==> src/rtl/execute_stage.sv <==
// EX stage of the 5-stage MIPS pipeline: the ID/EX register (which can be flushed),
// the forwarding muxes, the ALU operand B and destination muxes, and the ALU.
module execute_stage (
  input  logic        clk,
  input  logic        reset_n,
  input  logic        FlushE,
  input  logic        RegWriteD,
  input  logic        MemtoRegD,
  input  logic        MemWriteD,
  input  logic [3:0]  ALUControlD,
  input  logic        ALUSrcD,
  input  logic        RegDstD,
  input  logic [31:0] RD1D,
  input  logic [31:0] RD2D,
  input  logic [4:0]  RsD,
  input  logic [4:0]  RtD,
  input  logic [4:0]  RdD,
  input  logic [31:0] SignImmD,
  output logic        RegWriteE,
  output logic        MemtoRegE,
  output logic        MemWriteE,
  output logic        RegDstE,
  output logic [31:0] RD1E,
  output logic [31:0] RD2E,
  output logic [4:0]  RsE,
  output logic [4:0]  RtE,
  output logic [4:0]  RdE,
  output logic [31:0] SignImmE,
  input  logic [31:0] ResultW,
  input  logic [31:0] ALUOutM,
  input  logic [1:0]  ForwardAE,
  input  logic [1:0]  ForwardBE,
  output logic [4:0]  WriteRegE,
  output logic [31:0] WriteDataE,
  output logic [31:0] ALUOutE
);

  logic [3:0]  aluControlE;
  logic        aluSrcE;
  logic [31:0] srcAE;
  logic [31:0] srcBE;

  // ID/EX pipeline register; a flush loads an all-zero bubble.
  always_ff @(posedge clk or negedge reset_n) begin
    if (!reset_n) begin
      RegWriteE   <= 1'b0;
      MemtoRegE   <= 1'b0;
      MemWriteE   <= 1'b0;
      aluControlE <= 4'd0;
      aluSrcE     <= 1'b0;
      RegDstE     <= 1'b0;
      RD1E        <= 32'd0;
      RD2E        <= 32'd0;
      RsE         <= 5'd0;
      RtE         <= 5'd0;
      RdE         <= 5'd0;
      SignImmE    <= 32'd0;
    end else if (FlushE) begin
      RegWriteE   <= 1'b0;
      MemtoRegE   <= 1'b0;
      MemWriteE   <= 1'b0;
      aluControlE <= 4'd0;
      aluSrcE     <= 1'b0;
      RegDstE     <= 1'b0;
      RD1E        <= 32'd0;
      RD2E        <= 32'd0;
      RsE         <= 5'd0;
      RtE         <= 5'd0;
      RdE         <= 5'd0;
      SignImmE    <= 32'd0;
    end else begin
      RegWriteE   <= RegWriteD;
      MemtoRegE   <= MemtoRegD;
      MemWriteE   <= MemWriteD;
      aluControlE <= ALUControlD;
      aluSrcE     <= ALUSrcD;
      RegDstE     <= RegDstD;
      RD1E        <= RD1D;
      RD2E        <= RD2D;
      RsE         <= RsD;
      RtE         <= RtD;
      RdE         <= RdD;
      SignImmE    <= SignImmD;
    end
  end

  assign WriteRegE = RegDstE ? RdE : RtE;

  always_comb begin
    srcAE = 32'd0;
    case (ForwardAE)
      2'd0:    srcAE = RD1E;
      2'd1:    srcAE = ResultW;
      2'd2:    srcAE = ALUOutM;
      default: srcAE = 32'd0;
    endcase
  end

  always_comb begin
    WriteDataE = 32'd0;
    case (ForwardBE)
      2'd0:    WriteDataE = RD2E;
      2'd1:    WriteDataE = ResultW;
      2'd2:    WriteDataE = ALUOutM;
      default: WriteDataE = 32'd0;
    endcase
  end

  assign srcBE = aluSrcE ? SignImmE : WriteDataE;

  // Arithmetic wraps silently; SLT compares as two's-complement.
  always_comb begin
    ALUOutE = 32'd0;
    case (aluControlE)
      4'd0:    ALUOutE = srcAE & srcBE;
      4'd1:    ALUOutE = srcAE | srcBE;
      4'd2:    ALUOutE = srcAE + srcBE;
      4'd3:    ALUOutE = srcAE ^ srcBE;
      4'd4:    ALUOutE = srcAE & ~srcBE;
      4'd5:    ALUOutE = srcAE | ~srcBE;
      4'd6:    ALUOutE = srcAE - srcBE;
      4'd7:    ALUOutE = ($signed(srcAE) < $signed(srcBE)) ? 32'd1 : 32'd0;
      default: ALUOutE = 32'd0;
    endcase
  end

endmodule

==> config.mk <==
export PLATFORM = sky130hd
export DESIGN_NAME = execute_stage
export DESIGN_NICKNAME = d
export VERILOG_FILES = /design/src/rtl/execute_stage.sv
export SDC_FILE = /design/constraint.sdc
export NUM_CORES = 1
export LEC_CHECK = 0
export BUFFER_PORTS_ARGS = -buffer_cell sky130_fd_sc_hd__buf_2
export CORE_ASPECT_RATIO = 0.8
export CORE_MARGIN = 2
export CORE_UTILIZATION = 40
export DETAILED_ROUTE_END_ITERATION = 12
export PLACE_DENSITY = 0.71
export SLEW_MARGIN = 20
export SYNTH_ARGS = -nofsm -noshare
export SYNTH_HDL_FRONTEND = slang
export SYNTH_SLANG_ARGS = --single-unit
==> constraint.sdc <==
create_clock -name clk -period 10.4 [get_ports clk]
set_input_delay 3.12 -clock clk [delete_from_list [all_inputs] [get_ports clk]]
set_output_delay 3.12 -clock clk [all_outputs]
set_load 0.01 [all_outputs]
* Yosys cells after proc, flatten, opt, wreduce, memory -nomap -nowiden *
Index checks and enable logic that the tools add are counted.
Widths: inputs -> output; s select.

cells by class
  add/sub/neg operators = 2
  $lt $le $gt $ge = 1
  equal/unequal tests = 11
  multiplexer cells = 18
  bitwise operators = 6
  reductions and logical operators = 3

operator list
  operator            number
  $pmux 32 s8         1
  $pmux 32 s3         2
  $mux 32             4
  $and 32x32->32      2
  $or 32x32->32       2
  $add 32x32->32      1
  $lt 32x32->1        1
  $not 32->32         1
  $sub 32x32->32      1
  $xor 32x32->32      1
  $mux 5              4
  $eq 4x3->1 const B  4
  $eq 4x2->1 const B  2
  $mux 1              6
  $eq 2x1->1 const B  2
  $eq 2x2->1 const B  2
  $eq 4x1->1 const B  1
  $logic_not 2->1     2
  $logic_not 4->1     1
  $mux 4              1

storage, ports and cells
  register bits after elaboration = 120
  input bits = 191
  output and inout port bits = 184
  word-level logic and storage cells = 53

* Longest topological paths before layout *
  depth after elaboration = 6
  gate-level depth with buffers = 19
  depth with buffers taken out = 16

* Least setup slack after synthesis *
No wires, ideal clock.

  path type = input to output
  start point = in ForwardBE[1]
  end point = out ALUOutE[0]
  arrival = 6.855 ns
  required time = 7.280 ns
  slack = 0.425 ns
  stages on the path = 17
  buffers on the path = 3
  path through = buf_6 buf_2 buf_2 mux2i_1 o21ai_0 mux2i_1 inv_1 fa_1 nor2b_1 o211ai_2 a2111oi_2 a2111oi_2 o31ai_2 nand4_1 o21ai_1 a31oi_1 a211o_1

on the way
  word-level cells in the longest chain between the ends = 6
  elaborated cells on any way between the ends = 16
  those cells by class = add/sub: 2; order compare: 1; eq/ne: 2; mux: 4; bitwise: 6; reduce/logical: 1

ends and longest elaborated chain
  what                                      line  RTL
  start: declaration                        32    input logic [1:0] ForwardBE,
  $eq 2x2->1, or another cell as far along  101   case (ForwardBE)
  $pmux 32 s3 *                             101
  via WriteDataE[1]                         34    output logic [31:0] WriteDataE,
  $mux 32 *                                 109   assign srcBE = aluSrcE ? SignImmE : WriteDataE;
  $lt 32x32->1 *                            122   4'd7: ALUOutE = ($signed(srcAE) < $signed(srcBE)) ? 32'd1 : 32'd0;
  $mux 1 *                                  122
  $pmux 32 s8 *                             114   case (aluControlE)
  end: declaration                          35    output logic [31:0] ALUOutE

The timed path passes the listed nets; every way through them passes the cells marked *.

* Final worst setup path *
  start point = in ForwardBE[1]
  end point = out ALUOutE[0]

on the way
  word-level cells in the longest chain between the ends = 6
  elaborated cells on any way between the ends = 16
  those cells by class = add/sub: 2; order compare: 1; eq/ne: 2; mux: 4; bitwise: 6; reduce/logical: 1

ends and longest elaborated chain
  what                                                line
  $eq 2x2->1, or another cell as far along            101
  $pmux 32 s3 *                                       101
  $mux 32 *                                           109
  $lt 32x32->1 / $not 32->32 (equally long branches)  122, 119, 120
  $mux 1, or another cell as far along                122
  $pmux 32 s8 *                                       114

Every way passes the cells marked *; elsewhere a longest branch is shown, timed or not.

==> impl_metrics.toml <==
[worst_hold_path]
hp-class = "in2async"

[cells_and_area]
fin_util_pct = 52.7
final_nets = 1857
final_cells = 1970
drive_above_1_share_pct = 30.7
synthToLayoutAreaGrowth_pct = 28.4

[clock_network]
clock_path_buffers = 2
clock-sinks = 120
cts_tree = "done"
htree_levels = 4
cts-buffers-inserted = 17
clockRootBuffer = "clkbuf_16"
clk_pin_slew_ns = 0.06
cts_hold_buf = 0

[drt]
drc = 0
routedWlPerCell_um = 22.1
vias_per_cell = 5.69
dr.first_iter.drc_count = 1312
routed_wl_um = 43600
drt_first_pass_iters = 8
vias = 11200
drtAntennaViolNets = 0

[placed_design]
io_buffer_count = 374
place_congestion = 0.986
placedCellCount = 1932
hpwl_um = 35000

[synthesis]
synth_mux_area_share_pct = 10.3
yosys.area.top_type_share_pct = 28.6
ys_top_cells_by_area = "dfrtp_1 29%, mux2i_1 9.2%, nor2b_1 7.8%"
synth_area_um2 = 10500
synthFlopType = "dfrtp_1"
yosys_warnings = 0
syn_inst = 1250
ys_ff_latch = 120
synth.distinct_cells = 80
synth-async-reset-ratio_pct = 100
synth-seq-area-share_pct = 28.6
syn_avg_cell_area_um2 = 8.40
syn_nets = 1506
synth-edff-count = 0
synth_area_leader_cell = "dfrtp_1"
synthXorXnorAreaFrac_pct = 3.34
synthSimpleGateAreaFrac_pct = 19.3
synth-compound-area-share_pct = 21.7
synth_common_cells = "131 x nor2b_1, 120 x dfrtp_1, 112 x nand2_1, 98 x o21ai_0, 96 x mux2i_1"
synthAdderAreaFrac_pct = 10.8
yosysMostFrequentCell = "nor2b_1"
synth_top_family_by_area = "compound AO/OA/AOI/OAI gates"

[floorplan]
die-area_um2 = 27600
core_um2 = 25600
die_w_um = 185
ios = 375
rows = 52
start_util_pct = 41.0
die_h_um = 149

[power_and_ir_drop]
leakagePower_nw = 6.70
p_seq_share_pct = 27.9
finalPower_mw = 1.83
switching_share_pct = 39.5
power_density_nw_per_um2 = 136
clkPwrFrac_pct = 33.5
internal_power_mw = 1.11
power.switching_mw = 0.722
vdd_drop_max_mv = 0.117
comb_power_share_pct = 38.6

[worst_setup_path]
crit_family = "compound AO/OA/AOI/OAI gates"
crit_chain = "buf_2 > buf_12 > mux2i_1 > o21ai_0 > mux2i_1 > inv_1 > fa_1 > nor2b_1 > o211ai_2 > a2111oi_4 > a2111oi_2 > o31ai_2 > nand4_1 > o21ai_2 > a31oi_1 > a211o_1 > buf_2"
cp.arrival_ns = 7.11
slowest_stage = "fa_1"
crit_fanout = 18
worstPathRequired_ns = 7.28
crit_type = "in2out"
start_kind = "primary input"
path_buf_inv = 4
crit_path_start = "ForwardBE[1]"
critical_path_depth = 17
worstSetupEndpointType = "primary output"
critical_path.endpoint = "ALUOutE[0]"
slowest_delay_ns = 0.45

[timing]
fin_crit_sh_pct = 98.3
min_period_ns = 10.23
slew_headroom_pct = 29.4
setup_violations = 0
hold_slack_ns = 2.67
tns_ns = 0
timing.fmax_mhz = 97.8
worstMarginPinSlew_ns = 1.06
rsz0062_at_grt = "false"
slew_violations = 0
hold_violations = 0

[grt]
antenna_found_initial = 5
grt_max_degree = 102
grt_pass1_wl_um = 64800
grt-ovfl-total = 0
track_usage_pct = 31.3
grt_pass1_vias = 10700

[status]
status = "complete, no violations"

[run]
cap_violations = 0
-- placed cells by master, fill, tap and decap left out, types with 7 or more instances in the layout --
cell and instances:
buf_2 371, nor2b_1 129, dfrtp_1 117, nand2_1 112, mux2i_1 95, o21ai_0 93, nor2_1 73, ha_1 62
inv_1 58, a21oi_1 57, buf_4 49, xnor2_1 37, maj3_1 29, nor3_1 21, o211ai_1 17, clkbuf_16 17
o21ai_1 15, a21o_1 13, nand3_1 12, o31ai_1 12, nand4_1 10, a211oi_1 10, o21bai_1 10, a22o_1 10
o21a_1 8, mux2_2 7, a221oi_1 7, a31oi_1 7, o32ai_1 7
-- kinds of logic (layout without fill, tap and decap cells) --
group / count (synthesis) / in the layout
mux: 105 / 105
xor+xnor: 40 / 40
simple gates: 402 / 402
buf+inv: 151 / 515
fa+ha+maj: 95 / 95
flops: 120 / 120
other cells: 0 / 5
compound gates: 337 / 337
-- what timing repair did --
action	4_1_cts	5_1_grt
resized for setup	0	13
buffers inserted	0	1
setup endpoints to repair	0	9
-- power by group through the flow --
stage,clock [mW],combinational [mW],sequential [mW]
after floorplan,0,0.423,0.522
after global placement,0,0.676,0.519
after detailed placement,0,0.684,0.518
after CTS,0.614,0.688,0.510
after global routing,0.634,0.765,0.512
final,0.612,0.707,0.510
-- layer usage --
layer | vias to the layer above | part of all wire, % | GRT usage, %
li1 | 5144 | - | -
met4 | 2 | 2.8 | 11.2
met1 | 5324 | 44 | 45.6
met5 | - | 0.030 | 0
met2 | 653 | 43 | 45.2
met3 | 83 | 9.4 | 6.76
-- worst min path at each step --
stage	slack [ns]	end	cells after the start	startpoint
floorplan	2.82	MemWriteE$_DFF_PN0_	0	reset_n
global placement	3.13	RD2E[5]$_DFF_PN0_	1	reset_n
detailed placement	3.14	RD2E[5]$_DFF_PN0_	1	reset_n
CTS	2.67	RD2E[5]$_DFF_PN0_	1	reset_n
global route	2.71	RD1E[4]$_DFF_PN0_	1	reset_n
finish	2.67	RD1E[4]$_DFF_PN0_	1	reset_n
-- state kept, by name, indices dropped and copies added, names as in the netlist --
| register | cells |
|---|---|
| aluControlE | 4 |
| MemWriteE | 1 |
| RtE | 5 |
| SignImmE | 32 |
| RdE | 5 |
| RegWriteE | 1 |
| MemtoRegE | 1 |
| RsE | 5 |
| RD2E | 32 |
| aluSrcE | 1 |
| RD1E | 32 |
| RegDstE | 1 |
-- cell type report --
class                      instances  area [µm²]
fill                            2442       12100
clock inverter                    15         175
tap                              351         439
antenna                            5        12.5
timing repair buffer             423        2270
multi-input combinational        979        6920
clock buffer                      17         425
inverter                          60         225
sequential                       120        3010
-- per-stage QoR --
stage | instance area (µm²) | worst slack (ns)
floorplan | 10500 | 0.425
global placement | 12800 | 0.303
detailed placement | 12800 | 0.152
CTS | 13400 | 0.127
global route | 13500 | 0.0109
finish | 13500 | 0.175
(Power assumes the default switching activity.)
